<file path="config.mk">
export PLATFORM = sky130hd
export DESIGN_NAME = bit_pixel_streamer
export DESIGN_NICKNAME = d
export VERILOG_FILES = /design/src/rtl/bit_pixel_streamer.sv
export SDC_FILE = /design/constraint.sdc
export NUM_CORES = 1
export LEC_CHECK = 0
export CAP_MARGIN = 30
export CORE_MARGIN = 10
export CORE_UTILIZATION = 50
export DETAILED_ROUTE_END_ITERATION = 10
export PLACE_DENSITY = 0.86
export SLEW_MARGIN = 0
export SYNTH_ARGS = -nofsm -noshare
export SYNTH_HDL_FRONTEND = slang
export SYNTH_SLANG_ARGS = --single-unit
</file>
<file path="constraint.sdc">
create_clock -name pclk -period 3.3 [get_ports pclk]
set_input_delay 0.825 -clock pclk [delete_from_list [all_inputs] [get_ports pclk]]
set_output_delay 0.825 -clock pclk [all_outputs]
set_load 0.01 [all_outputs]
</file>
<file path="src/rtl/bit_pixel_streamer.sv">
// Double-buffered bit-image reader. Streams NUM_REGIONS packed-bit RAMs as
// lane-expanded words over valid/ready, with start/end-of-region sideband.
//
// state | meaning
// IDLE  | waiting for image_number to differ from the latched tag
// READ  | issuing RAM reads, one per cycle while credits remain
// DRAIN | all reads issued, waiting for in-flight reads and FIFO to empty
module bit_pixel_streamer #(
    parameter int         SIDE_WIDTH   = 240,
    parameter int         CENTER_WIDTH = 304,
    parameter int         HEIGHT       = 480,
    parameter int         NUM_REGIONS  = 3,
    parameter logic [7:0] CENTER_MASK  = 8'b0000_0010,
    parameter int         PIX_PER_WORD = 8,
    parameter int         OUT_BITS     = 8,
    parameter int         RD_LATENCY   = 1,
    parameter int         ADDR_W       = 16
) (
    input  logic                              pclk,
    input  logic                              pclk_reset,
    input  logic [3:0]                        image_number,
    output logic [ADDR_W-1:0]                 rd_address,
    input  logic [NUM_REGIONS*PIX_PER_WORD-1:0] rd_data,
    output logic [PIX_PER_WORD*OUT_BITS-1:0]  bit_pixels,
    output logic                              pixels_valid,
    input  logic                              pixels_ready,
    output logic                              pixels_sop,
    output logic                              pixels_eop,
    output logic [2:0]                        region_index,
    output logic                              busy,
    output logic                              buf_index,
    output logic                              frame_done
);
    // FIFO holds every read that can be in flight plus two so a full-rate
    // stream never bubbles.
    localparam int FIFO_DEPTH = RD_LATENCY + 2;
    localparam int PTR_W      = $clog2(FIFO_DEPTH);
    localparam int CNT_W      = $clog2(FIFO_DEPTH + 1);
    localparam logic [CNT_W:0] DEPTH_C = (CNT_W+1)'(FIFO_DEPTH);

    typedef enum logic [1:0] {IDLE, READ, DRAIN} state_t;

    typedef struct packed {
        logic       vld;
        logic [2:0] region;
        logic       sop;
        logic       eop;
    } tag_t;

    typedef struct packed {
        logic [2:0]              region;
        logic                    sop;
        logic                    eop;
        logic [PIX_PER_WORD-1:0] data;
    } entry_t;

    function automatic logic [ADDR_W-1:0] words_of(input logic [2:0] r);
        int w;
        w = CENTER_MASK[r] ? CENTER_WIDTH : SIDE_WIDTH;
        return ADDR_W'((w * HEIGHT) / PIX_PER_WORD);
    endfunction

    // Buffer half 1 of each region sits directly above half 0.
    function automatic logic [ADDR_W-1:0] base_of(input logic [2:0] r, input logic b);
        return b ? words_of(r) : '0;
    endfunction

    state_t              state_q, state_d;
    logic [3:0]          img_q, img_d;
    logic                buf_q, buf_d;
    logic [2:0]          region_q, region_d;
    logic [ADDR_W-1:0]   addr_q, addr_d;
    tag_t                tag_q [RD_LATENCY];
    tag_t                tag_d [RD_LATENCY];
    entry_t              mem_q [FIFO_DEPTH];
    entry_t              mem_d [FIFO_DEPTH];
    logic [PTR_W-1:0]    wr_ptr_q, wr_ptr_d, rd_ptr_q, rd_ptr_d;
    logic [CNT_W-1:0]    count_q, count_d;

    logic [CNT_W-1:0]    inflight;
    logic [CNT_W:0]      occupancy;
    logic                credit_ok, push, pop, done_c;
    logic [PIX_PER_WORD-1:0] wr_word;
    logic [ADDR_W-1:0]   last_addr;

    // Next-state: read issue, tag pipeline, FIFO bookkeeping and frame FSM.
    always_comb begin
        state_d  = state_q;
        img_d    = img_q;
        buf_d    = buf_q;
        region_d = region_q;
        addr_d   = addr_q;
        tag_d    = tag_q;
        mem_d    = mem_q;
        wr_ptr_d = wr_ptr_q;
        rd_ptr_d = rd_ptr_q;
        count_d  = count_q;
        done_c   = 1'b0;
        wr_word  = '0;

        inflight = '0;
        for (int i = 0; i < RD_LATENCY; i++) begin
            inflight = inflight + CNT_W'(tag_q[i].vld);
        end
        occupancy = {1'b0, count_q} + {1'b0, inflight};
        credit_ok = (occupancy < DEPTH_C);
        last_addr = base_of(region_q, buf_q) + words_of(region_q) - ADDR_W'(1);

        // Returning data is steered by the tag that travelled with its read.
        push = tag_q[RD_LATENCY-1].vld;
        pop  = (count_q != '0) && pixels_ready;
        for (int r = 0; r < NUM_REGIONS; r++) begin
            if (tag_q[RD_LATENCY-1].region == 3'(r)) begin
                wr_word = rd_data[r*PIX_PER_WORD +: PIX_PER_WORD];
            end
        end
        if (push) begin
            mem_d[wr_ptr_q] = '{region: tag_q[RD_LATENCY-1].region,
                                sop:    tag_q[RD_LATENCY-1].sop,
                                eop:    tag_q[RD_LATENCY-1].eop,
                                data:   wr_word};
            wr_ptr_d = (wr_ptr_q == PTR_W'(FIFO_DEPTH-1)) ? '0 : wr_ptr_q + PTR_W'(1);
        end
        if (pop) begin
            rd_ptr_d = (rd_ptr_q == PTR_W'(FIFO_DEPTH-1)) ? '0 : rd_ptr_q + PTR_W'(1);
        end
        count_d = count_q + CNT_W'(push) - CNT_W'(pop);

        tag_d[0] = '0;
        for (int i = 1; i < RD_LATENCY; i++) begin
            tag_d[i] = tag_q[i-1];
        end

        case (state_q)
            IDLE: begin
                if (image_number != img_q) begin
                    img_d    = image_number;
                    region_d = '0;
                    addr_d   = base_of(3'd0, buf_q);
                    state_d  = READ;
                end
            end
            READ: begin
                if (credit_ok) begin
                    tag_d[0] = '{vld:    1'b1,
                                 region: region_q,
                                 sop:    (addr_q == base_of(region_q, buf_q)),
                                 eop:    (addr_q == last_addr)};
                    if (addr_q == last_addr) begin
                        if (region_q == 3'(NUM_REGIONS-1)) begin
                            state_d = DRAIN;
                        end else begin
                            region_d = region_q + 3'd1;
                            addr_d   = base_of(region_q + 3'd1, buf_q);
                        end
                    end else begin
                        addr_d = addr_q + ADDR_W'(1);
                    end
                end
            end
            DRAIN: begin
                if ((count_q == '0) && (inflight == '0)) begin
                    done_c  = 1'b1;
                    buf_d   = ~buf_q;
                    state_d = IDLE;
                end
            end
            default: state_d = IDLE;
        endcase
    end

    // State, tag pipeline and FIFO registers.
    always_ff @(posedge pclk or posedge pclk_reset) begin
        if (pclk_reset) begin
            state_q  <= IDLE;
            img_q    <= '0;
            buf_q    <= 1'b0;
            region_q <= '0;
            addr_q   <= '0;
            tag_q    <= '{default: '0};
            mem_q    <= '{default: '0};
            wr_ptr_q <= '0;
            rd_ptr_q <= '0;
            count_q  <= '0;
        end else begin
            state_q  <= state_d;
            img_q    <= img_d;
            buf_q    <= buf_d;
            region_q <= region_d;
            addr_q   <= addr_d;
            tag_q    <= tag_d;
            mem_q    <= mem_d;
            wr_ptr_q <= wr_ptr_d;
            rd_ptr_q <= rd_ptr_d;
            count_q  <= count_d;
        end
    end

    entry_t head;
    assign head         = mem_q[rd_ptr_q];
    assign pixels_valid = (count_q != '0);
    assign pixels_sop   = pixels_valid & head.sop;
    assign pixels_eop   = pixels_valid & head.eop;
    assign region_index = pixels_valid ? head.region : 3'd0;
    assign rd_address   = addr_q;
    assign busy         = (state_q != IDLE);
    assign buf_index    = buf_q;
    assign frame_done   = done_c;

    // Each pixel bit becomes the MSB of its own OUT_BITS lane, lane 0 lowest.
    always_comb begin
        bit_pixels = '0;
        for (int i = 0; i < PIX_PER_WORD; i++) begin
            bit_pixels[i*OUT_BITS + OUT_BITS - 1] = pixels_valid & head.data[i];
        end
    end
endmodule

</file>
==> impl_metrics.env <==
export IMPL_status="finished clean"
export IMPL_tightest_slew_ns=0.8548
export IMPL_postPlaceCellArea_um2=5304
export IMPL_clock_power_share_pct=19.2
export IMPL_synth_edf_count=0
export IMPL_setup_violations=0
export IMPL_num_vias=3765
export IMPL_synth_cell_area_um2=4725
export IMPL_worstPathArrival_ns=2.15
export IMPL_final_common_cell="dfrtp_1"
export IMPL_crit_type="reg2out"
export IMPL_viasPerCell=5.281
export IMPL_post_cts_setup_buffers=0
export IMPL_p_int_mw=2.459
export IMPL_power_leakage_nw=2.523
export IMPL_swShare_pct=41.27
export IMPL_cp_end_kind="primary output"
export IMPL_p_comb_share_pct=44.0
export IMPL_slew_headroom_pct=42.86
export IMPL_hpwl_mm=8.416
export IMPL_yosysSeqAreaShare_pct=40.78
export IMPL_grt_overflow_total=0
export IMPL_yosys_area_share_simple_pct=16.50
export IMPL_async_flop_share_pct=100.0
export IMPL_insertion_delay_ns=0.36
export IMPL_cts_buffers=9
export IMPL_fin_tns_setup_ns=0
export IMPL_syn_avg_cell_area_um2=9.121
export IMPL_max_freq_mhz=336.7
export IMPL_ctsResizeCount=0
export IMPL_yosys_warnings=0
export IMPL_die_h_um=117.2
export IMPL_irDropWorstVdd_mv=0.5096
export IMPL_cts_hold_buf=0
export IMPL_drc=0
export IMPL_min_period_ns=2.970
export IMPL_drive_gt1_share_pct=9.760
export IMPL_ys_ff_latch=77
export IMPL_num_rows=35
export IMPL_synth_mux_area_share_pct=9.613
export IMPL_synth_xor_area_share_pct=2.198
export IMPL_grt_pass1_wl_mm=18.09
export IMPL_initial_core_util_pct=51.13
export IMPL_initialDrtViolationCount=206
export IMPL_nFillCells=770
export IMPL_power_switching_mw=1.728
export IMPL_ant_nets=0
export IMPL_cts_tree="done"
export IMPL_synth_cell_type_count=57
export IMPL_yosys_area_share_adder_pct=3.443
export IMPL_clockRootBuffer="clkbuf_8"
export IMPL_portBuffers=63
export IMPL_postLayoutCellArea_um2=5527
export IMPL_finalCritPeriodShare_pct=90.01
export IMPL_synth_top_flop_cell="dfrtp_1"
export IMPL_skew_ns=0.01817
export IMPL_synthCells=518
export IMPL_grt_use_total_pct=16.40
export IMPL_synth_top_family_by_area="simple AND/OR/NAND/NOR gates"
export IMPL_area_delta_synth_final_pct=16.98
export IMPL_min_path_type="reg2reg"
export IMPL_hold_viol_final=0
export IMPL_clockBufferDepth=2
export IMPL_h_tree_depth=3
export IMPL_dieArea_um2=13740
export IMPL_fp_dieW_um=117.2
export IMPL_detail_route_first_pass_iterations=5
export IMPL_grt_pass1_vias=3648
export IMPL_finalWirelength_mm=11.42
export IMPL_clock_sinks=77
export IMPL_place_congestion=0.8675
export IMPL_core_um2=9240
export IMPL_cp_max_fo=10
export IMPL_antenna_found_initial=0
export IMPL_wl_per_cell_um=16.01
export IMPL_num_io_pins=120
export IMPL_clk_pin_slew_worst_paths_ns=0.09
export IMPL_drv_slew=0
export IMPL_n_antenna_cell=0
export IMPL_cp_required_ns=2.47
export IMPL_synth_compound_area_share_pct=14.35
export IMPL_power_frac_seq_pct=36.8
export IMPL_drv_cap=0
export IMPL_rsz0062_at_grt="false"
export IMPL_layout_common_cells="77 x dfrtp_1, 63 x clkdlybuf4s50_1, 56 x conb_1"
export IMPL_p_per_area_nw_per_um2=757.7
export IMPL_final_nets=623
export IMPL_start_kind="flop"
export IMPL_grt_max_degree=40
-- layer usage --
metal  wire length (µm)  part of all wire [%]  GRT usage [%]
met5                  0                     0              0
met4                104                  0.91          4.695
met3                973                   8.5          4.893
met2               5728                    50          27.66
met1               4610                    40          19.80
-- metrics by stage --
stage	hold slack, ns	std cells	power (mW)	setup slack [ns]	util, %
floorplan	0.4492	573	2.743	0.5083	-
global placement	0.4620	697	3.316	0.3376	57.40
CTS	0.4895	713	4.201	0.3058	59.81
finish	0.4834	713	4.187	0.3297	59.81
global route	0.5077	713	4.497	0.1772	59.81
detailed placement	0.4712	697	3.398	0.2663	57.40
-- final cells by class --
cell class / instances / area, µm² / area share (%)
sequential: 77 / 1927 / 34.87
clock inverter: 6 / 95.09 / 1.721
inverter: 25 / 93.84 / 1.698
clock buffer: 10 / 127.6 / 2.309
timing repair buffer: 75 / 733.2 / 13.27
multi-input combinational: 391 / 2389 / 43.22
tap: 129 / 161.4 / 2.921
-- sequential cells by signal, indices dropped and copies added (netlist names) --
name	cells
buf_index	1
push	1
img_q	4
state_q	2
rd_ptr_q	2
region_q	3
tag_q	5
wr_ptr_q	2
count_q	2
rd_address	16
mem_q	39
-- synth_stat cells (3+ instances only) --
cell,instances,area [µm²]
dfrtp_1,77,1927
buf_4,57,427.9
nand2_1,55,206.5
o21ai_0,52,260.3
nor2_1,38,142.6
inv_1,25,93.84
mux2i_1,24,240.2
mux2_2,19,214.0
a21oi_1,16,80.08
clkbuf_1,15,56.30
ha_1,13,162.7
nand2b_1,13,81.33
nand3_1,13,65.06
nand4_1,9,56.30
and3_1,6,37.54
xnor2_1,6,52.55
buf_2,5,25.02
nor2b_1,5,31.28
or3_1,5,31.28
o21ai_1,4,20.02
o22a_1,4,35.03
xor2_1,4,35.03
a211oi_1,3,22.52
a21o_1,3,22.52
a31oi_1,3,18.77
nor3_1,3,15.01
nor4_1,3,18.77
o22ai_1,3,18.77
-- worst paths after layout --
path                       slack (ns)                   endpoint  cells past startpoint                     from
setup / recovery                 0.33            region_index[0]                      6  rd_ptr_q[0]$_DFFE_PP0P_
hold / removal                   0.48       mem_q[6]$_DFFE_PP0P_                      2     mem_q[6]$_DFFE_PP0P_
setup reg to reg                 0.41  rd_address[6]$_DFFE_PP0P_                     10  region_q[1]$_DFFE_PP0P_
hold reg to reg                  0.48       mem_q[6]$_DFFE_PP0P_                      2     mem_q[6]$_DFFE_PP0P_
max in group asynchronous        1.66  rd_address[0]$_DFFE_PP0P_                      3               pclk_reset
min in group asynchronous        0.94       mem_q[4]$_DFFE_PP0P_                      2               pclk_reset
-- power by group through the flow --
| stage | logic [mW] | registers (mW) | clock network (mW) |
|---|---|---|---|
| global route | 2.05 | 1.60 | 0.856 |
| finish | 1.84 | 1.54 | 0.804 |
| floorplan | 1.31 | 1.44 | 0 |
| detailed placement | 1.84 | 1.56 | 0 |
| global placement | 1.78 | 1.53 | 0 |
| CTS | 1.84 | 1.54 | 0.816 |
-- cell families after synthesis --
| family | count (synthesis) |
|---|---|
| and+or+nand+nor | 160 |
| AOI/OAI and AO/OA | 108 |
| buffers and inverters | 105 |
| DFF | 77 |
| muxes | 43 |
| adders and majority gates | 13 |
| xor gates and xnor gates | 11 |
| other | 1 |
-- worst max-delay path, cell delays in order (launching register included) --
cell and delay, ns:
dfrtp_1 0.56, buf_4 0.24, mux2i_1 0.22, nor2_1 0.06, a21oi_1 0.12, nor2_1 0.06
clkdlybuf4s50_1 0.52
No activity file was read; power rests on OpenSTA's default activity.
